`src/rtl/usbfs_packet_sequencer.sv`:
```
// USB FS packet sequencer: RX bit->byte assembly, 2-cycle response window, TX byte->bit serialization.
// Outputs registered (1-cycle latency, busy combinational); no backpressure, transceiver paces TX via tx_req.
module usbfs_packet_sequencer (
    input  logic        clk,
    input  logic        rst,
    input  logic        rx_sta,
    input  logic        rx_ena,
    input  logic        rx_bit,
    input  logic        rx_fin,
    output logic        tx_sta,
    input  logic        tx_req,
    output logic        tx_bit,
    output logic        tx_fin,
    output logic        rx_pkt_sta,
    output logic        rx_byte_valid,
    output logic [7:0]  rx_byte,
    output logic        rx_pkt_end,
    output logic        rx_pkt_ok,
    output logic [10:0] rx_pkt_len,
    input  logic        tx_go,
    input  logic [7:0]  tx_data,
    input  logic        tx_empty,
    output logic        tx_rd,
    output logic        tx_done,
    output logic        busy
);

    typedef enum logic [2:0] {IDLE, RX, WIN, TX, TXEND} state_t;

    state_t      state, state_nxt;
    logic [2:0]  bit_cnt;
    logic [10:0] byte_cnt;
    logic [6:0]  rx_sr;
    logic        win_cnt;
    logic [2:0]  tx_idx;
    logic [6:0]  tx_sr;
    logic        rx_start;

    assign rx_start = rx_sta && (state == IDLE || state == RX || state == WIN);
    assign busy     = (state != IDLE);

    always_ff @(posedge clk) begin
        if (rst) state <= IDLE;
        else     state <= state_nxt;
    end

    always_comb begin
        state_nxt = state;
        case (state)
            IDLE:    if (rx_sta) state_nxt = RX;
            RX:      if (rx_sta) state_nxt = RX;
                     else if (rx_fin) state_nxt = WIN;
            WIN:     if (rx_sta) state_nxt = RX;
                     else if (tx_go) state_nxt = TX;
                     else if (win_cnt) state_nxt = IDLE;
            TX:      if (tx_req && tx_idx == 3'd0 && tx_empty) state_nxt = TXEND;
            TXEND:   state_nxt = IDLE;
            default: state_nxt = IDLE;
        endcase
    end

    always_ff @(posedge clk) begin
        if (rst) begin
            bit_cnt       <= '0;
            byte_cnt      <= '0;
            rx_sr         <= '0;
            win_cnt       <= 1'b0;
            tx_idx        <= '0;
            tx_sr         <= '0;
            tx_sta        <= 1'b0;
            tx_bit        <= 1'b0;
            tx_fin        <= 1'b0;
            rx_pkt_sta    <= 1'b0;
            rx_byte_valid <= 1'b0;
            rx_byte       <= '0;
            rx_pkt_end    <= 1'b0;
            rx_pkt_ok     <= 1'b0;
            rx_pkt_len    <= '0;
            tx_rd         <= 1'b0;
            tx_done       <= 1'b0;
        end else begin
            tx_sta        <= 1'b0;
            tx_fin        <= 1'b0;
            rx_pkt_sta    <= 1'b0;
            rx_byte_valid <= 1'b0;
            rx_pkt_end    <= 1'b0;
            tx_rd         <= 1'b0;
            tx_done       <= 1'b0;

            if (rx_start) begin
                bit_cnt    <= '0;
                byte_cnt   <= '0;
                rx_sr      <= '0;
                rx_pkt_sta <= 1'b1;
                // a new start while still receiving closes the old packet as bad
                if (state == RX) begin
                    rx_pkt_end <= 1'b1;
                    rx_pkt_ok  <= 1'b0;
                    rx_pkt_len <= byte_cnt;
                end
            end else begin
                case (state)
                    RX: begin
                        if (rx_fin) begin
                            rx_pkt_end <= 1'b1;
                            rx_pkt_ok  <= (bit_cnt == 3'd0) && (byte_cnt != 11'd0);
                            rx_pkt_len <= byte_cnt;
                            win_cnt    <= 1'b0;
                        end else if (rx_ena) begin
                            rx_sr   <= {rx_bit, rx_sr[6:1]};
                            bit_cnt <= bit_cnt + 3'd1;
                            if (bit_cnt == 3'd7) begin
                                rx_byte_valid <= 1'b1;
                                rx_byte       <= {rx_bit, rx_sr};
                                if (byte_cnt != 11'd2047) byte_cnt <= byte_cnt + 11'd1;
                            end
                        end
                    end
                    WIN: begin
                        win_cnt <= 1'b1;
                        if (tx_go) begin
                            tx_sta <= 1'b1;
                            tx_idx <= '0;
                        end
                    end
                    TXEND:   tx_done <= 1'b1;
                    default: ;
                endcase
            end

            if (tx_req) begin
                if (state == TX) begin
                    if (tx_idx == 3'd0) begin
                        if (tx_empty) begin
                            tx_fin <= 1'b1;
                            tx_bit <= 1'b0;
                        end else begin
                            tx_sr  <= tx_data[7:1];
                            tx_bit <= tx_data[0];
                            tx_rd  <= 1'b1;
                            tx_idx <= 3'd1;
                        end
                    end else begin
                        tx_bit <= tx_sr[0];
                        tx_sr  <= {1'b0, tx_sr[6:1]};
                        tx_idx <= tx_idx + 3'd1;
                    end
                end else begin
                    tx_fin <= 1'b1;
                    tx_bit <= 1'b0;
                end
            end
        end
    end

endmodule

```
`config.mk`:
```
export PLATFORM = sky130hd
export DESIGN_NAME = usbfs_packet_sequencer
export DESIGN_NICKNAME = d
export VERILOG_FILES = /design/src/rtl/usbfs_packet_sequencer.sv
export SDC_FILE = /design/constraint.sdc
export NUM_CORES = 1
export LEC_CHECK = 0
export CAP_MARGIN = 5
export CELL_PAD_IN_SITES_DETAIL_PLACEMENT = 0
export CELL_PAD_IN_SITES_GLOBAL_PLACEMENT = 1
export CORE_MARGIN = 5
export CORE_UTILIZATION = 39
export CTS_CLUSTER_DIAMETER = 40
export CTS_CLUSTER_SIZE = 10
export DETAILED_ROUTE_END_ITERATION = 6
export PLACE_DENSITY = 0.82
export SETUP_SLACK_MARGIN = 0.1
export SLEW_MARGIN = 20
export SYNTH_ARGS = -nofsm -noshare
export SYNTH_HDL_FRONTEND = slang
export SYNTH_SLANG_ARGS = --single-unit
```
`constraint.sdc`:
```
create_clock -name clk -period 2.6 [get_ports clk]
set_clock_uncertainty 0.2 [all_clocks]
set_input_delay 0.26 -clock clk [delete_from_list [all_inputs] [get_ports clk]]
set_output_delay 0.26 -clock clk [all_outputs]
set_load 0.1 [all_outputs]
```
# --- After elaboration in Yosys (flattened, before gate mapping) ---
# Index checks and enable logic that the tools add are counted.
# Widths: inputs -> output; s select.
totals:
  regBits: 63
  out_inout_bits: 29
  ramBits: 0
  mem_bits_ro: 0
  wordCells: 108
  latchBits: 0
  n_memories: 0
op_classes:
  n_reduce_logical: 25
  div_mod_pow: 0
  order_cmp: 0
  addsub: 3
  n_shift: 0
  n_mux: 42
  n_mul: 0
  n_eq_ne: 12
  bitwise: 8
ops:
  columns: ["op", "count"]
  rows:
  - ["$mux 11", 4]
  - ["$mux 3", 14]
  - ["$mux 1", 20]
  - ["$mux 7", 2]
  - ["$pmux 3 s4", 1]
  - ["$add 11x1->11 const B", 1]
  - ["$ne 11x11->1 const B", 1]
  - ["$reduce_bool 11->1", 1]
  - ["$reduce_and 5->1", 2]
  - ["$logic_not 3->1", 3]
  - ["$reduce_and 3->1", 3]
  - ["$ne 2x2->1 const B", 4]
  - ["$not 1->1", 8]
  - ["$add 3x1->3 const B", 2]
  - ["$eq 3x2->1 const B", 2]
  - ["$eq 3x3->1 const B", 2]
  - ["$reduce_or 5->1", 1]
  - ["$logic_and 1x1->1", 4]
  - ["$ne 4x4->1 const B", 1]
  - ["$reduce_and 4->1", 1]
  - ["$reduce_bool 2->1", 2]
  - ["$reduce_or 2->1", 2]
  - ["$reduce_or 4->1", 1]
  - ["$eq 3x1->1 const B", 1]
  - ["6 further kinds", 7]

# --- Longest topological paths before layout ---
# Gate-level depths: netlist (run 1).
logic_depth:
  ltp_word: 9
  ltp_mapped: 8

# --- Least setup slack after synthesis (run 1) ---
# OpenSTA, ideal clock, no wires.
synth_timing:
  path_type: "reg2reg"
  start: "register tx_idx[0]"
  end: "register tx_sr[4]"
  path_stages_with_launch: 9
  setup_slack_ps: 587
  arrival_ps: 1722
  period_less_slack_ps: 2013
  setup_time_ps: 91
  cell_sequence: "dfxtp_1 > inv_1 > ha_1 > nor2b_1 > clkbuf_1 > a21oi_1 > buf_2 > nor2_1 > a311oi_1"
synth_via:
  elab_chain_cells: 3
  word_cells_on_any_way: 4
  classes_between: "1 x eq/ne; 1 x mux; 2 x reduce/logical"
synth_lines:
  columns: ["item", "line_no", "rtl"]
  rows:
  - ["start: declaration", "35", "logic [2:0] tx_idx;"]
  - ["start signal: assignment", "146", "tx_idx <= tx_idx + 3'd1;"]
  - ["$logic_not 3->1 *", "133", "if (tx_idx == 3'd0) begin"]
  - ["$ne 2x2->1 (no line)", null, null]
  - ["$reduce_and 3->1 (no line)", null, null]
  - ["end signal: assignment", "138", "tx_sr <= tx_data[7:1];"]
  - ["end signal: assignment", "145", "tx_sr <= {1'b0, tx_sr[6:1]};"]
  - ["end: declaration", "36", "logic [6:0] tx_sr;"]
# Mark *: on every way between the ends. The rest lies on a longest branch, timed or not.
# A chain may end at the register's enable or synchronous reset.

# --- Worst setup path in the final report (run 1) ---
layout_timing:
  start: "register byte_cnt[1]"
  end: "register byte_cnt[2]"
layout_via:
  elab_chain_cells: 2
  word_cells_on_any_way: 3
  classes_between: "1 x add/sub; 1 x eq/ne; 1 x reduce/logical"
layout_lines:
  columns: ["item", "line_no", "rtl"]
  rows:
  - ["start: declaration", "32", "logic [10:0] byte_cnt;"]
  - ["start signal: assignment", "115", "if (byte_cnt != 11'd2047) byte_cnt <= byte_cnt + 11'd1;"]
  - ["branches (longest 2 deep; another with $add 11x1->11)", null, null]
# Several ways; the timed one is not identified.

==> run_results.csv, run 1 <==
group,metric,value,unit
place,dpl.cell_count,466,
global_routing,antenna_found_initial,0,
global_routing,grt_pass1_wl,10.9,mm
drt,drt_iter0_markers,101,
critical_path,cp_max_fo,13,
timing,tightest_slew,0.544,ns
place,io_buffers,45,
floorplanning,start_util,0.402,
floorplanning,dieArea,8770,µm²
timing,rsz0062_at_grt,"no",
outcome,outcome,"completed",
clock_tree,cts_resized,0,
global_routing,grt_use_met2,0.239,
finish,seqCellArea,1260,µm²
critical_path,start_kind,"flop",
drt,first_pass_iters,4,
clock_tree,cts_buffer_depth,2,
drt,vias,2468,
global_routing,grt-ovfl-total,0,
timing,setup_viol,0,
synth,synthCells,332,
finish,area_growth,27.8,%
finish,finalNetCount,405,
clock_tree,clkLatencyLatePin,0.34,ns
floorplanning,ios,46,
finish,final_cells,482,
finish,layout_common_cells,"71 x nand2_1, 63 x dfxtp_1, 43 x buf_4",
drt,finalWirelength,6.49,mm
finish,drive_gt1_frac,0.150,
place,gp_congestion,0.756,
timing,hold_slack,0.255,ns
synth,synth_area,2730,µm²
job,max_cap_violations,0,
place,dpl_cell_area,3250,µm²
clock_tree,cts_tree,"done",
finish,n_fill_cell,664,
clock_tree,clock_sinks,63,
timing,fin_ws,0.503,ns
global_routing,grt_pass1_vias,2308,
timing,period_share,0.806,
drt,drc,0,
synth,syn-num-nets,356,
synth,ys_seq_area_frac,0.462,
finish,design_area,3490,µm²
global_routing,met1_usage,0.205,
drt,vias_per_cell,5.12,
global_routing,grtUsageMet3,0.0377,
synth,synth_area_per_cell,8.22,µm²
finish,multi_input_area,1350,µm²
clock_tree,cts_setup_buffers,0,
timing,fin_crit,2.10,ns
critical_path,critical_path.endpoint_type,"flop",
power,p_leak,1.36,nW
critical_path,critPathKind,"flop to flop",
place,hpwlAfterDp,4.52,mm
power,p_per_area,648,nW/µm²
floorplanning,die-width,93.7,µm
synth,synthFlopType,"dfxtp_1",
clock_tree,cts_made_buffers,9,
clock_tree,cts.clk_slew.worst_paths,0.07,ns
timing,max_freq,0.477,GHz
timing,hold_viol,0,
synth,synthDistinctLibCells,43,
clock_tree,htreeDepth,3,
critical_path,critPathArrivalTime,2.16,ns
synth,async_flop_share,0,
drt,postRouteAntennaNets,0,
worst_hold_path,hold_path.class,"flop to flop",
power,peakVddDrop,0.359,mV
timing,slew_headroom,0.628,
drt,wire_per_inst,13.5,µm
critical_path,critPathRequiredTime,2.66,ns
synth,synth-edff-count,0,
finish,antenna_cells,0,
synth,synth_seq_cells,63,
floorplanning,fp.dieH,93.7,µm
clock_tree,postCtsHoldBufs,0,
synth,yosysWarnings,0,
global_routing,busiest_layer,"met2",
global_routing,track_usage,0.156,
place,post-place-ws,0.400,ns
finish,mostFrequentLayoutCell,"nand2_1",
clock_tree,clockRootBuffer,"clkbuf_8",
timing,drv_slew,0,
floorplanning,core_area,6790,µm²
floorplanning,num_rows,30,
timing,setup_tns,0,ns
global_routing,grt_start_max_net_pins,40,
==> cell usage after synthesis, types with 2 or more instances <==
cell type / count / area share
nand2_1: 71 / 0.098
nand3_1: 4 / 0.0073
or4_1: 3 / 0.0083
mux2i_1: 10 / 0.037
o21ai_0: 4 / 0.0073
a311oi_1: 6 / 0.019
and2_1: 2 / 0.0046
and4_1: 3 / 0.0096
a21oi_1: 36 / 0.066
ha_1: 7 / 0.032
nor4b_1: 2 / 0.0064
a221oi_1: 2 / 0.0064
a41o_1: 2 / 0.0073
nor4_1: 4 / 0.0092
nand4_1: 6 / 0.014
a211oi_1: 2 / 0.0055
a31oi_1: 3 / 0.0069
and3b_1: 2 / 0.0064
inv_1: 10 / 0.014
dfxtp_1: 63 / 0.46
nand4b_1: 2 / 0.0064
nor2b_1: 5 / 0.011
o31ai_1: 3 / 0.0083
nand2b_1: 6 / 0.014
clkbuf_1: 19 / 0.026
or3_1: 6 / 0.014
nor2_1: 32 / 0.044
buf_2: 2 / 0.0037
==> area by class of cell <==
cell class,count,area share
Inverter,10,0.0108
Clock inverter,6,0.0312
Tap cell,96,0.0344
Multi-Input combinational cell,238,0.387
Sequential cell,63,0.362
Clock buffer,10,0.0366
Timing Repair Buffer,59,0.139
==> flip-flops by register name, indices dropped and copies added, names as in the netlist <==
signal         cells
rx_pkt_len        11
byte_cnt          11
rx_byte_valid      1
tx_fin             1
tx_sr              7
tx_bit             1
tx_sta             1
win_cnt            1
tx_rd              1
rx_pkt_end         1
tx_idx             3
rx_pkt_sta         1
bit_cnt            3
rx_pkt_ok          1
rx_sr              7
rx_byte            8
tx_done            1
state              3
==> power breakdown <==
group / internal [mW] / switching [mW] / leakage [nW]
combinational: 0.0862 / 0.170 / 0.735
sequential: 0.978 / 0.00860 / 0.509
clock: 0.636 / 0.382 / 0.120
total: 1.70 / 0.560 / 1.36
==> kinds of logic (layout without fill, tap and decap cells) <==
logic type / after synthesis / count (layout) / synth area share
DFF: 63 / 63 / 0.462
and+or+nand+nor: 153 / 153 / 0.267
muxes: 10 / 10 / 0.0367
adders and majority gates: 7 / 7 / 0.0321
buffers and inverters: 31 / 85 / 0.0436
xor gates and xnor gates: 1 / 1 / 0.00321
AOI/OAI and AO/OA: 67 / 67 / 0.155
==> worst paths after layout <==
path | cells after the start | slack, ns | from | to
setup / recovery | 5 | 0.50 | byte_cnt[1] | byte_cnt[2]
hold / removal | 2 | 0.26 | rx_pkt_len[10] | rx_pkt_len[10]
setup reg to reg | 5 | 0.50 | byte_cnt[1] | byte_cnt[2]
hold reg to reg | 2 | 0.26 | rx_pkt_len[10] | rx_pkt_len[10]
==> critical path: stages, from the launching register on <==
cell,delay [ns]
dfxtp_1,0.38
ha_1,0.29
and3_1,0.24
and4_1,0.34
or4_1,0.44
a21oi_1,0.15
==> routing by layer <==
layer  wire length (µm)  up-vias
met5                  0        -
met3                361       10
met2               2900       61
li1                   -     1257
met4                118        0
met1               3120     1140
==> per-stage QoR <==
step	total power [mW]	utilization
4_1_cts	2.28	0.513
6_report	2.26	0.513
3_5_place_dp	1.26	0.478
3_3_place_gp	1.26	0.478
5_1_grt	2.35	0.513
2_1_floorplan	1.18	-
No activity file was read; power rests on OpenSTA's default activity.
==> inputs of run 2 (changes only) <==
CORE_UTILIZATION = 35   (was 39)
PLACE_DENSITY = 0.78   (was 0.82)
clock period = 1.8 ns   (was 2.6 ns; I/O delays follow)
==> run 2 against run 1 <==
The flow now finishes with violations (setup timing). Clock-buffer cell count grew 2. First-iteration DRC count up 37%. Maximum frequency is 7.3% higher. Via count grew 13%. Register-to-register slack worse by 0.66 ns. Combinational power grew 150%. Largest power group is now sequential cells. Flip-flop and latch count unchanged. Worst setup slack got worse by 0.66 ns. Routed wire length grew 21%. Clock power increased by 39%. Utilization grew 11 points.
==> run_results.csv, run 2 (synthesis results as in run 1) <==
group,metric,value,unit
critical_path,start_kind,"flop",
floorplanning,start_util,0.357,
critical_path,critPathKind,"flop to flop",
floorplanning,fp.dieH,98.3,µm
place,hpwlAfterDp,5.08,mm
critical_path,critPathArrivalTime,2.04,ns
timing,slew_headroom,0.773,
drt,drt_iter0_markers,138,
drt,first_pass_iters,4,
critical_path,critical_path.endpoint_type,"flop",
critical_path,critPathRequiredTime,1.89,ns
finish,drive_gt1_frac,0.448,
clock_tree,clock_sinks,63,
drt,postRouteAntennaNets,0,
place,gp_congestion,0.844,
floorplanning,die-width,98.3,µm
timing,tightest_slew,0.339,ns
floorplanning,dieArea,9660,µm²
clock_tree,postCtsHoldBufs,0,
timing,drv_slew,0,
finish,antenna_cells,0,
floorplanning,num_rows,32,
finish,design_area,4790,µm²
power,p_total,3.49,mW
clock_tree,cts_buffer_depth,2,
power,p_leak,1.89,nW
drt,vias,2793,
global_routing,grt_start_max_net_pins,24,
finish,mostFrequentLayoutCell,"dfxtp_1",
timing,hold_slack,0.198,ns
global_routing,grt_pass1_wl,12.4,mm
global_routing,antenna_found_initial,0,
critical_path,cp_max_fo,3,
timing,fin_ws,-0.154,ns
drt,finalWirelength,7.83,mm
clock_tree,clockRootBuffer,"clkbuf_8",
place,io_buffers,45,
timing,rsz0062_at_grt,"yes",
finish,finalNetCount,460,
drt,drc,0,
drt,wire_per_inst,14.4,µm
outcome,outcome,"finished with violations",
finish,area_growth,75.6,%
power,peakVddDrop,0.430,mV
clock_tree,htreeDepth,3,
timing,fin_crit,1.95,ns
clock_tree,cts_made_buffers,9,
power,p_per_area,728,nW/µm²
floorplanning,core_area,7650,µm²
outcome,violations,"setup timing",
timing,setup_viol,12,
clock_tree,cts_tree,"done",
global_routing,track_usage,0.156,
clock_tree,clkLatencyLatePin,0.35,ns
drt,vias_per_cell,5.15,
global_routing,grt-ovfl-total,0,
finish,utilization,0.626,
timing,max_freq,0.512,GHz
global_routing,grt_pass1_vias,2609,
finish,reg_top3,"byte_cnt: 11 flops, rx_pkt_len: 11 flops, rx_byte: 8 flops",
worst_hold_path,hold_path.class,"primary input to flop",
clock_tree,cts.clk_slew.worst_paths,0.07,ns
floorplanning,ios,46,
timing,period_share,1.09,
job,max_cap_violations,0,
place,dpl_cell_area,4030,µm²
finish,layout_common_cells,"56 x dfxtp_1, 50 x nand2_1, 48 x buf_4",
timing,hold_viol,0,
==> run 2: changes by cell type in the layout (fill, tap and decap cells not counted), moves of 5 or more <==
cell / delta
nand2_2: +16
buf_6: +18
dfxtp_1: -7
nand2_1: -21
dfxtp_2: +7
a21oi_1: -21
buf_12: +31
nand2_4: +5
nor2_1: -6
a21oi_2: +20
buf_4: +5
==> run 2: final cells by class <==
cell class	count	area, µm²
clock buffers	12	165
clock inverters	3	65.1
fillers	643	2860
inverters	10	37.5
multi-input cells	238	1760
flip-flops and latches	63	1270
well taps	102	128
repair buffers	114	1370
==> run 2: path summary, 6_finish.rpt <==
check                  start     endpoint  slack (ns)  depth (start not counted)
hold / removal    tx_data[4]     tx_sr[3]        0.20                          3
hold reg to reg     rx_sr[0]     rx_sr[0]        0.27                          2
setup reg to reg    state[0]  byte_cnt[4]       -0.15                          4
setup / recovery    state[0]  byte_cnt[4]       -0.15                          4
==> run 2: through the flow <==
step	std cells	setup WS, ns	setup TNS [ns]
2_1_floorplan	332	-0.0839	-0.172
3_3_place_gp	515	-0.250	-4.45
3_5_place_dp	515	-0.284	-4.98
4_1_cts	532	-0.126	-0.617
5_1_grt	542	-0.212	-1.96
6_report	542	-0.154	-0.789
==> run 2: timing repair <==
action	4_1_cts	5_1_grt
setup endpoints to repair	33	44
pin swaps	7	49
gates cloned	1	3
resized for setup	19	92
setup buffers	2	7
hold endpoints to repair	0	0
==> run 2: worst max-delay path, cell delays in order (launching register included) <==
cell and delay [ns]:
dfxtp_2 0.35, or3b_4 0.39, or4_4 0.49, or3_4 0.34, a21oi_2 0.12
==> run 2: layer usage <==
layer,track usage,up-vias,part of all wire
met5,0,-,0
met4,0.0599,0,0.011
met3,0.0586,9,0.056
met2,0.243,63,0.49
met1,0.195,1356,0.44
li1,-,1365,-
==> run 2: power by group <==
part / internal (mW) / leakage (nW) / switching, mW / total, mW
registers: 1.42 / 0.512 / 0.0164 / 1.43
logic: 0.293 / 1.26 / 0.338 / 0.632
clock network: 0.883 / 0.118 / 0.541 / 1.42
total: 2.59 / 1.89 / 0.895 / 3.49
